<file path="src/rtl/counter_defs_pkg.sv">
// Shared definitions for the team's counter blocks: default width,
// timer state encoding and timer mode encoding.
package counter_defs_pkg;

  localparam int WIDTH_DEFAULT = 8;

  typedef enum logic {
    ST_IDLE = 1'b0,
    ST_RUN  = 1'b1
  } state_t;

  typedef enum logic {
    MODE_ONESHOT = 1'b0,
    MODE_RELOAD  = 1'b1
  } mode_t;

endpackage

</file>
<file path="src/rtl/down_counter_timer.sv">
// Loadable down counter/timer with one-shot or auto-reload operation and a
// registered one-cycle expiry pulse on terminal count.
module down_counter_timer
  import counter_defs_pkg::*;
#(
  parameter int WIDTH = WIDTH_DEFAULT
) (
  input  logic             clk,
  input  logic             rst,
  input  logic             enable,
  input  logic             load,
  input  logic             mode,
  input  logic [WIDTH-1:0] data,
  output logic [WIDTH-1:0] count,
  output logic             zero,
  output logic             expire,
  output logic             busy
);

  state_t           state_q, state_d;
  mode_t            mode_q, mode_d;
  logic [WIDTH-1:0] count_q, count_d;
  logic [WIDTH-1:0] reload_q, reload_d;
  logic             expire_q, expire_d;
  logic             terminal;

  // Terminal count is the enabled RUN cycle that starts from 1, so the
  // counter never has to pass through 0 while reloading.
  assign terminal = (state_q == ST_RUN) && enable && (count_q == WIDTH'(1));

  always_comb begin
    // NOTE: every output of this block gets a default first so no path
    // leaves a signal unassigned, which would infer a latch.
    state_d  = state_q;
    mode_d   = mode_q;
    count_d  = count_q;
    reload_d = reload_q;
    expire_d = 1'b0;

    if (load) begin
      count_d  = data;
      reload_d = data;
      mode_d   = mode_t'(mode);
      state_d  = (data != '0) ? ST_RUN : ST_IDLE;
    end else if (terminal) begin
      expire_d = 1'b1;
      if (mode_q == MODE_RELOAD) begin
        count_d = reload_q;
      end else begin
        count_d = '0;
        state_d = ST_IDLE;
      end
    end else if ((state_q == ST_RUN) && enable) begin
      count_d = count_q - WIDTH'(1);
    end
  end

  // NOTE: state registers use non-blocking assignments so every register
  // samples the pre-edge values regardless of statement order.
  always_ff @(posedge clk or posedge rst) begin
    if (rst) begin
      state_q  <= ST_IDLE;
      mode_q   <= MODE_ONESHOT;
      count_q  <= '0;
      reload_q <= '0;
      expire_q <= 1'b0;
    end else begin
      state_q  <= state_d;
      mode_q   <= mode_d;
      count_q  <= count_d;
      reload_q <= reload_d;
      expire_q <= expire_d;
    end
  end

  assign count  = count_q;
  assign zero   = (count_q == '0);
  assign expire = expire_q;
  assign busy   = (state_q == ST_RUN);

endmodule

</file>
<file path="config.mk">
export PLATFORM = sky130hd
export DESIGN_NAME = down_counter_timer
export DESIGN_NICKNAME = d
export VERILOG_FILES = /design/src/rtl/counter_defs_pkg.sv /design/src/rtl/down_counter_timer.sv
export SDC_FILE = /design/constraint.sdc
export NUM_CORES = 1
export LEC_CHECK = 0
export ABC_AREA = 0
export BUFFER_PORTS_ARGS = -buffer_cell sky130_fd_sc_hd__buf_2
export CELL_PAD_IN_SITES_DETAIL_PLACEMENT = 2
export CELL_PAD_IN_SITES_GLOBAL_PLACEMENT = 2
export CORE_ASPECT_RATIO = 1.4
export CORE_MARGIN = 3
export CORE_UTILIZATION = 35
export DETAILED_ROUTE_END_ITERATION = 16
export GPL_ROUTABILITY_DRIVEN = 0
export PLACE_DENSITY_LB_ADDON = 0.15
export SYNTH_ARGS = -nofsm -noshare
export SYNTH_HDL_FRONTEND = slang
export SYNTH_SLANG_ARGS = --single-unit
</file>
<file path="constraint.sdc">
create_clock -name clk -period 6.1 [get_ports clk]
set_input_delay 0.305 -clock clk [delete_from_list [all_inputs] [get_ports clk]]
set_output_delay 0.305 -clock clk [all_outputs]
set_load 0.05 [all_outputs]
</file>
=== Yosys cells after proc, flatten, opt, wreduce, memory -nomap -nowiden ===
Cells that the tools add are included.

* Flip-flop bits (word level): 19
* Input bits: 13
* Output and inout bits: 11
* Word-level logic and storage cells: 25

* $add $sub $neg: 1
* Equal/unequal tests: 2
* Mux-type cells: 10
* Reduce and logical (&&, ||, !) cells: 7

{| class="wikitable"
|+ Operators by type and width
! cell !! number
|-
| 2-to-1 mux 8 bit || 4
|-
| equality test 8 x 1 -> 1 bit, second input constant || 1
|-
| zero test 8 bit || 1
|-
| nonzero test 8 bit || 1
|-
| subtractor 8 x 1 -> 8 bit, second input constant || 1
|-
| 2-to-1 mux 1 bit || 6
|-
| nonzero test 3 bit || 1
|-
| logical AND 1 bit || 2
|-
| inequality test 2 bit, second input constant || 1
|-
| AND reduction 2 bit || 1
|-
| nonzero test 2 bit || 1
|}

=== Logic depth before layout (Yosys ltp) ===
Gate-level depths: netlist of the first run.

* Depth after elaboration: 4
* Depth in mapped cells: 6
* Gate-level depth less buffers: 6

=== Worst setup path after synthesis of the first run ===
OpenSTA, ideal clock, no wires.

* Kind: flip-flop to output port
* Start point: register count_q[4] (netlist: count[4])
* End point: output zero
* Arrival: 2,892 ps
* Data required time: 5,795 ps
* Slack: 2,903 ps
* Stages on the path, launching flop included: 3
* Buffers on the path: 0
* Cell sequence: dfrtp_1 > or4_4 > nor4b_1

* Longest elaborated chain between the ends: 1

{| class="wikitable"
|+ RTL lines
! item !! RTL line !! RTL
|-
| from (decl) || down_counter_timer.sv:22 || <nowiki>logic [WIDTH-1:0] count_q, count_d;</nowiki>
|-
| from (signal assigned) || down_counter_timer.sv:70 || <nowiki>count_q <= count_d;</nowiki>
|-
| zero test 8 bit || down_counter_timer.sv:77 || <nowiki>assign zero = (count_q == '0);</nowiki>
|-
| to (decl) || down_counter_timer.sv:15 || <nowiki>output logic zero,</nowiki>
|}

Every way passes these cells.

=== Final worst setup path of the first run ===
* Start point: register count_q[4] (netlist: count[4])
* End point: register count_q[5] (netlist: count[5])

* Longest elaborated chain between the ends: 4
* Elaborated cells on any way between the ends: 7
* Those cells by class: add/sub: 1; eq/ne: 1; mux: 3; reduce/logical: 2

{| class="wikitable"
|+ RTL lines
! item !! RTL line !! RTL
|-
| subtractor 8 x 1 -> 8 bit or equality test 8 x 1 -> 1 bit (tied branches) || down_counter_timer.sv:54, down_counter_timer.sv:29 ||
|-
| 2-to-1 mux 8 bit or logical AND 1 bit (tied branches) || down_counter_timer.sv:53, down_counter_timer.sv:29 ||
|-
| 2-to-1 mux 8 bit || down_counter_timer.sv:45 || <nowiki>end else if (terminal) begin</nowiki>
|-
| 2-to-1 mux 8 bit || down_counter_timer.sv:40 || <nowiki>if (load) begin</nowiki>
|}

Several ways; a longest one is shown, not always the timed one. The select of a mux whose other input is x is not followed.
A chain may end at the register's enable or synchronous reset.

==> results of run 1 <==
## metrics by stage
step,cell area [µm²],cells,worst slack [ns]
floorplan,1090,106,2.90
global placement,1230,161,3.96
detailed placement,1230,161,3.81
CTS,1280,165,3.78
global route,1280,165,3.57
finish,1280,165,3.79
## routing by layer
metal,vias up,wire length [µm]
met2,13,1920
met3,2,73
met1,497,1360
met4,0,17
li1,444,-
met5,-,0
## worst max-delay path, stage by stage, from the launching register on
cell and delay (ns):
dfrtp_1 0.46, or4_4 0.60, nor3_1 0.64, a2111oi_0 0.23, a211oi_1 0.29
## final timing paths
path | from | end | cells past startpoint
worst max-delay path | count[4] | count[5] | 4
worst min-delay path | rst | mode_q | 2
worst max register to register | count[4] | count[5] | 4
worst min register to register | reload_q[3] | reload_q[3] | 1
max in group asynchronous | rst | count[0] | 2
min in group clk | mode | mode_q | 2
## cells in the mapped netlist (3+ instances only)
cell type | count | area share
a21oi_1 | 5 | 0.023
a22oi_1 | 3 | 0.021
clkbuf_1 | 4 | 0.014
dfrtp_1 | 19 | 0.44
ha_1 | 3 | 0.034
inv_1 | 5 | 0.017
mux2_2 | 8 | 0.083
nand2_1 | 5 | 0.017
nor2_1 | 6 | 0.021
nor3_1 | 3 | 0.014
o21ai_0 | 6 | 0.028
or4_1 | 3 | 0.021
## kinds of logic after synthesis
kind of cell             after synthesis  share of synthesized area
AND/OR/NAND/NOR                       32                      0.182
AO/OA/AOI/OAI                         30                      0.190
flip-flops                            19                      0.437
buffers and inverters                 10                     0.0356
multiplexers                          10                      0.106
adder cells (fa/ha/maj)                3                     0.0345
XOR/XNOR                               2                     0.0161
## flip-flops by register name, indices dropped and copies added (netlist names)
signal,flops
busy,1
count,8
expire,1
mode_q,1
reload_q,8
## where the power goes
part           switching, mW  internal, mW  leakage [nW]  total (mW)
combinational         0.0647        0.0321         0.307      0.0968
sequential            0.0207         0.140         0.223       0.161
clock                 0.0473        0.0455        0.0255      0.0928
total                  0.133         0.218         0.555       0.350
## cell type report
cell class	count	area, µm²	area share
clock buffers	3	41.3	0.0324
multi-input cells	77	574	0.450
well taps	37	46.3	0.0363
repair buffers	23	115	0.0902
clock inverters	1	5.00	0.00392
inverters	5	18.8	0.0147
flip-flops and latches	19	475	0.373
==> flow_summary.ini, run 1 <==
[logic_synthesis]
async_flop_share = 1.00
synth_edf_count = 0
synth_nets = 122
synth-seq-cells = 19
synth-main-ff-cell = dfrtp_1
synth_area_um2 = 1090
synth-seq-area-share = 0.437
ys_types = 40
yosysWarnings = 0
synth_cells = 106
syn_avg_cell_area_um2 = 10.3

[global_route]
track_usage = 0.197
grt_max_degree = 28
antenna_found_initial = 0
use_met2 = 0.374
grt_first_pass_wirelength_um = 5560
grt_util_met3 = 0.0185
grt-busiest-layer = met2
grt_pass1_vias = 1097
overflow = 0
use_met1 = 0.227

[setup_path]
arrival_ns = 2.47
required_ns = 6.26
cp_max_fo = 7
endpoint_kind = flop
r2r_slack_ns = 3.79
crit_type = reg -> reg
start_kind = flop

[sta]
worstMarginPinSlew_ns = 0.798
final-hold-violation-count = 0
slew-limit-headroom = 0.468
fin_tns_setup_ns = 0
min_period_over_period = 0.378
hold_slack_ns = 0.183
max_freq_ghz = 0.434
setup_viol_count_final = 0
rsz0062_at_grt = false
final.min_clock_period_ns = 2.31
maxSlewViolCount = 0
clock_skew_ns = 0.00205

[pwr]
p_per_area_nw_per_um2 = 275
power_uw = 350
leakage_nw = 0.555
ir_worst_vdd_mv = 0.123

[detailed_routing]
drt_pre_antenna_iters = 4
routedWlPerCell_um = 20.4
first_iter_violations = 14
antenna_left = 0
drcViolationCount = 0
via_per_inst = 5.79
vias = 956
routed_wl_um = 3370

[clocking]
cts_resized = 0
numCtsBuffers = 3
cts_tree = yes
clk_pin_slew_ns = 0.08
clk_path_buf_depth = 2
post_cts_buffers = 0
cts_root_buf = clkbuf_8
h-tree-depth = 1
clock_latency_ns = 0.26
clock-sinks = 19
ctsHoldBuffers = 0

[place]
port_buffers = 23
hpwl_um = 2510

[floorplanning]
io_pins = 24
start_util = 0.375
die_area_um2 = 3820
die_h_um = 72.0
die_w_um = 53.1
core_um2 = 2910
num_rows = 23

[status]
status = finished clean

[layout]
final_cell_mix = buf_2, dfrtp_1, mux2_2
fin_util = 0.439
final_net_count = 145
final_common_cell = buf_2
fillers = 322
diodes = 0
area_growth_pct = 17.2
drive_gt1_frac = 0.320

[worst_hold_path]
hold_path.class = in -> async

[job]
drv_cap = 0
Note: power is estimated with default switching activity, not from simulation.
==> run 2: changes to the inputs <==
--- a/config.mk
+++ b/config.mk
@@ -11,7 +11,7 @@
 export CELL_PAD_IN_SITES_GLOBAL_PLACEMENT = 2
 export CORE_ASPECT_RATIO = 1.4
 export CORE_MARGIN = 3
-export CORE_UTILIZATION = 35
+export CORE_UTILIZATION = 29
 export DETAILED_ROUTE_END_ITERATION = 16
 export GPL_ROUTABILITY_DRIVEN = 0
 export PLACE_DENSITY_LB_ADDON = 0.15
==> constraint.sdc (replaced) <==
create_clock -name clk -period 1.9 [get_ports clk]
set_input_delay 0.095 -clock clk [delete_from_list [all_inputs] [get_ports clk]]
set_output_delay 0.095 -clock clk [all_outputs]
set_load 0.05 [all_outputs]
==> run 2 against run 1 <==
Compared with the run above: the flow now finishes with violations (negative setup slack); final area is 18% higher; global-route usage is 0.88 points lower; via count is 11% higher; first-iteration DRC count is 7.1% higher; final cell count is 16% higher; fmax is 18% higher; clock skew is 0.00051 ns higher; power grew to 3.4 times the previous value; highest routed layer unchanged; worst setup slack worse by 3.8 ns.
==> flow_summary.ini, run 2 (synthesis gave the netlist of run 1 again) <==
[pwr]
leakage_nw = 0.666
p_per_area_nw_per_um2 = 801
swShare = 0.369
ir_worst_vdd_mv = 0.348
p_clk_frac = 0.239
power_mw = 1.21
pwr-share-comb = 0.351
internal-power_uw = 762
power_frac_seq = 0.410
p_switching_uw = 445

[detailed_routing]
first_iter_violations = 15
vias = 1062
drt_pre_antenna_iters = 4
routed_wl_um = 3920
drcViolationCount = 0
routedWlPerCell_um = 20.5
antenna_left = 0
via_per_inst = 5.56

[setup_path]
reg2reg_to = count[3]
r2r_slack_ns = -0.05
slowest_delay_ns = 0.57
cp_max_fo = 5
start_kind = flop
path_common_cell = or4_4
arrival_ns = 2.14
cp.buffers_inverters = 0
crit_chain = or4_4, or4_4, mux2_4, o21ai_2
reg2reg_from = count[5]
endpoint_kind = flop
cp_top_family = simple AND/OR/NAND/NOR gates
reg2regPathDepth = 4
cpMaxStageDelayCell = or4_4
required_ns = 2.09
crit_type = reg -> reg

[sta]
maxSlewViolCount = 0
min_period_over_period = 1.03
max_freq_ghz = 0.513
clock_skew_ns = 0.00256
hold_slack_ns = 0.0652
final.min_clock_period_ns = 1.95
setup_ws_ns = -0.0484
setup_viol_count_final = 3
worstMarginPinSlew_ns = 0.770
rsz0062_at_grt = true
final-hold-violation-count = 0
slew-limit-headroom = 0.486

[layout]
final_net_count = 168
fillers = 404
drive_gt1_frac = 0.490
diodes = 0
stdcell_area_um2 = 1510
fin_util = 0.430
final_cells = 191
final_common_cell = buf_2
area_growth_pct = 38.4
final_cell_mix = buf_2, buf_4, dfrtp_1

[worst_hold_path]
min_path_cells = 2
min_from = mode
min_to = mode_q
hold_path.class = in -> reg

[status]
violations = negative setup slack
status = complete, but fails checks

[clocking]
h-tree-depth = 1
post_cts_buffers = 0
clock-sinks = 19
cts_tree = yes
cts_root_buf = clkbuf_8
numCtsBuffers = 3
clock_latency_ns = 0.26
clk_path_buf_depth = 2
clk_pin_slew_ns = 0.07

[global_route]
overflow = 0
grt_first_pass_wirelength_um = 6420
use_met2 = 0.378
use_met1 = 0.198
grt-busiest-layer = met2
track_usage = 0.188
grt_max_degree = 20
grt_pass1_vias = 1272
antenna_found_initial = 0
grt_util_met3 = 0.0214

[floorplanning]
core_um2 = 3500
num_rows = 25
start_util = 0.311
die_area_um2 = 4540
die_w_um = 57.8
io_pins = 24
die_h_um = 78.5

[place]
port_buffers = 23
dpl-instance-area_um2 = 1430
hpwl_um = 3120
place_inst = 186

[job]
drv_cap = 0
## run 2: power by group through the flow
stage               combinational, mW  sequential, mW  clock (mW)
floorplan                       0.151           0.592           0
global placement                0.404           0.498           0
detailed placement              0.417           0.502           0
CTS                             0.430           0.495       0.298
global route                    0.457           0.503       0.321
finish                          0.424           0.495       0.288
## run 2: worst register-to-register path, cell delays in order (launching register included)
cell and delay [ns]:
dfrtp_2 0.41, or4_4 0.57, or4_4 0.48, mux2_4 0.32
o21ai_2 0.10
## run 2: how the worst max path moves through the flow
| stage | start | end | slack (ns) | depth (start not counted) |
|---|---|---|---|---|
| floorplan | count[7] | count[3] | -0.16 | 4 |
| CTS | count[5] | count[3] | -0.06 | 4 |
| detailed placement | count[1] | count[4] | -0.07 | 6 |
| global route | count[1] | count[4] | -0.11 | 6 |
| finish | count[5] | count[3] | -0.05 | 4 |
| global placement | count[7] | count[2] | -0.005 | 5 |
## run 2: area by class of cell
| class | count | area (µm²) | area share |
|---|---|---|---|
| Tap cell | 40 | 50.0 | 0.0332 |
| Clock inverter | 1 | 5.00 | 0.00332 |
| Multi-Input combinational cell | 77 | 609 | 0.404 |
| Timing Repair Buffer | 46 | 300 | 0.199 |
| Sequential cell | 19 | 482 | 0.320 |
| Clock buffer | 3 | 41.3 | 0.0274 |
| Inverter | 5 | 18.8 | 0.0125 |
## run 2: timing repair
item,CTS,global route
endpoints found under the setup margin,8,10
resized for setup,8,0
pin swaps,2,0
hold buffers,1,0
endpoints found under the hold margin,19,0
## run 2: metal layers
metal	vias up	part of all wire	wire, µm
met3	5	0.021	84
met4	0	0.014	55
met2	19	0.59	2310
li1	492	-	-
met1	546	0.38	1480
met5	-	0	0
## run 2: through the flow
stage / setup TNS [ns] / setup WS (ns)
2_1_floorplan: -0.777 / -0.159
3_3_place_gp: -0.00503 / -0.00503
3_5_place_dp: -0.142 / -0.0692
4_1_cts: -0.159 / -0.0588
5_1_grt: -0.720 / -0.105
6_report: -0.0980 / -0.0484
==> run 3: changes to the inputs <==
--- a/config.mk
+++ b/config.mk
@@ -9,9 +9,9 @@
 export BUFFER_PORTS_ARGS = -buffer_cell sky130_fd_sc_hd__buf_2
 export CELL_PAD_IN_SITES_DETAIL_PLACEMENT = 2
 export CELL_PAD_IN_SITES_GLOBAL_PLACEMENT = 2
-export CORE_ASPECT_RATIO = 1.4
 export CORE_MARGIN = 3
 export CORE_UTILIZATION = 29
+export CTS_CLUSTER_SIZE = 40
 export DETAILED_ROUTE_END_ITERATION = 16
 export GPL_ROUTABILITY_DRIVEN = 0
 export PLACE_DENSITY_LB_ADDON = 0.15
==> run 3 against run 2 <==
Compared with the run above: the flow still finishes with violations (negative setup slack); register-to-register slack about the same; power up 0.26%; count of clock-buffer cells in the layout up 1; core utilization up 1.3 points; critical path depth unchanged; critical endpoint unchanged.
==> flow_summary.ini, run 3 (synthesis gave the netlist of run 1 again) <==
[detailed_routing]
drcViolationCount = 0
antenna_left = 0
routed_wl_um = 3520
first_iter_violations = 22
via_per_inst = 5.34
drt_pre_antenna_iters = 4
routedWlPerCell_um = 18.0
vias = 1046

[setup_path]
required_ns = 2.09
start_kind = flop
reg2regPathDepth = 4
cp_max_fo = 4
crit_type = reg -> reg
r2r_slack_ns = -0.06
arrival_ns = 2.14
endpoint_kind = flop

[clocking]
numCtsBuffers = 3
cts_root_buf = clkbuf_8
clock-sinks = 19
clock_latency_ns = 0.26
clk_pin_slew_ns = 0.07
cts_tree = yes
h-tree-depth = 1
clk_path_buf_depth = 2

[floorplanning]
num_rows = 21
die_w_um = 67.3
die_area_um2 = 4520
start_util = 0.314
core_um2 = 3470
io_pins = 24
die_h_um = 67.3

[pwr]
leakage_nw = 0.662
p_per_area_nw_per_um2 = 787
ir_worst_vdd_mv = 0.359

[sta]
setup_ws_ns = -0.0572
final.min_clock_period_ns = 1.96
rsz0062_at_grt = true
min_period_over_period = 1.03
final-hold-violation-count = 0
worstMarginPinSlew_ns = 0.765
maxSlewViolCount = 0
slew-limit-headroom = 0.489
clock_skew_ns = 0.00219
setup_viol_count_final = 2
max_freq_ghz = 0.511

[layout]
stdcell_area_um2 = 1540
diodes = 0
area_growth_pct = 41.3
drive_gt1_frac = 0.507
final_net_count = 167
final_common_cell = buf_2
final_cell_mix = buf_2, buf_4, dfrtp_1
fin_util = 0.443
fillers = 393

[status]
violations = negative setup slack
status = complete, but fails checks

[worst_hold_path]
hold_path.class = in -> reg
min_path_cells = 2

[job]
drv_cap = 0

[global_route]
grt_pass1_vias = 1093
antenna_found_initial = 0
grt_first_pass_wirelength_um = 5930
track_usage = 0.176
grt_max_degree = 20
overflow = 0

[place]
port_buffers = 23
dpl-instance-area_um2 = 1420
hpwl_um = 2770
place_ws_ns = -0.0332
run 3: changes by cell type in the layout (fill, tap and decap cells not counted), sizes merged:
cell,change
clkbuf,+1
buf,-1
clkinv,-1
run 3: repair_timing:
action | in CTS | in global routing
setup endpoints to repair | 5 | 8
buffers inserted | 0 | 1
hold buffers | 1 | 0
gates resized for setup | 8 | 7
pin swaps | 3 | 3
endpoints found under the hold margin | 19 | 0
run 3: layout make-up:
| cell class | count | area, µm² | share of cell area |
|---|---|---|---|
| Sequential cell | 19 | 482 | 0.313 |
| Timing Repair Buffer | 45 | 297 | 0.193 |
| Inverter | 5 | 18.8 | 0.0122 |
| Tap cell | 46 | 57.6 | 0.0374 |
| Multi-Input combinational cell | 77 | 638 | 0.415 |
| Clock buffer | 4 | 45.0 | 0.0293 |
run 3: routing by layer:
layer	up-vias	share of wire	track usage
met5	-	0	0
met4	0	0.0097	0.0532
met3	4	0.025	0.0166
met2	19	0.48	0.276
met1	535	0.49	0.257
li1	488	-	-
run 3: metrics by stage:
stage	total power, mW	hold WS (ns)	instances	TNS [ns]
after floorplan	0.743	0.0458	106	-0.777
after global placement	0.896	0.256	190	-0.00692
after detailed placement	0.909	0.269	190	-0.0642
after CTS	1.21	0.0655	195	-0.135
after global routing	1.28	0.0683	196	-0.308
final	1.21	0.0667	196	-0.0896
run 3: final timing paths:
path / end / start
min in group asynchronous: expire / rst
setup reg to reg: count[3] / count[7]
setup / recovery: count[3] / count[7]
hold / removal: mode_q / mode
max in group asynchronous: count[7] / rst
hold reg to reg: reload_q[1] / reload_q[1]
run 3: worst max-delay path, cell delays in order (launching register included):
cell	delay (ns)
dfrtp_2	0.40
or4_4	0.58
or4_4	0.48
mux2_4	0.32
o21ai_2	0.10
run 3: where the power goes:
group,internal [mW],switching [mW]
sequential,0.453,0.0409
combinational,0.170,0.259
clock,0.149,0.138
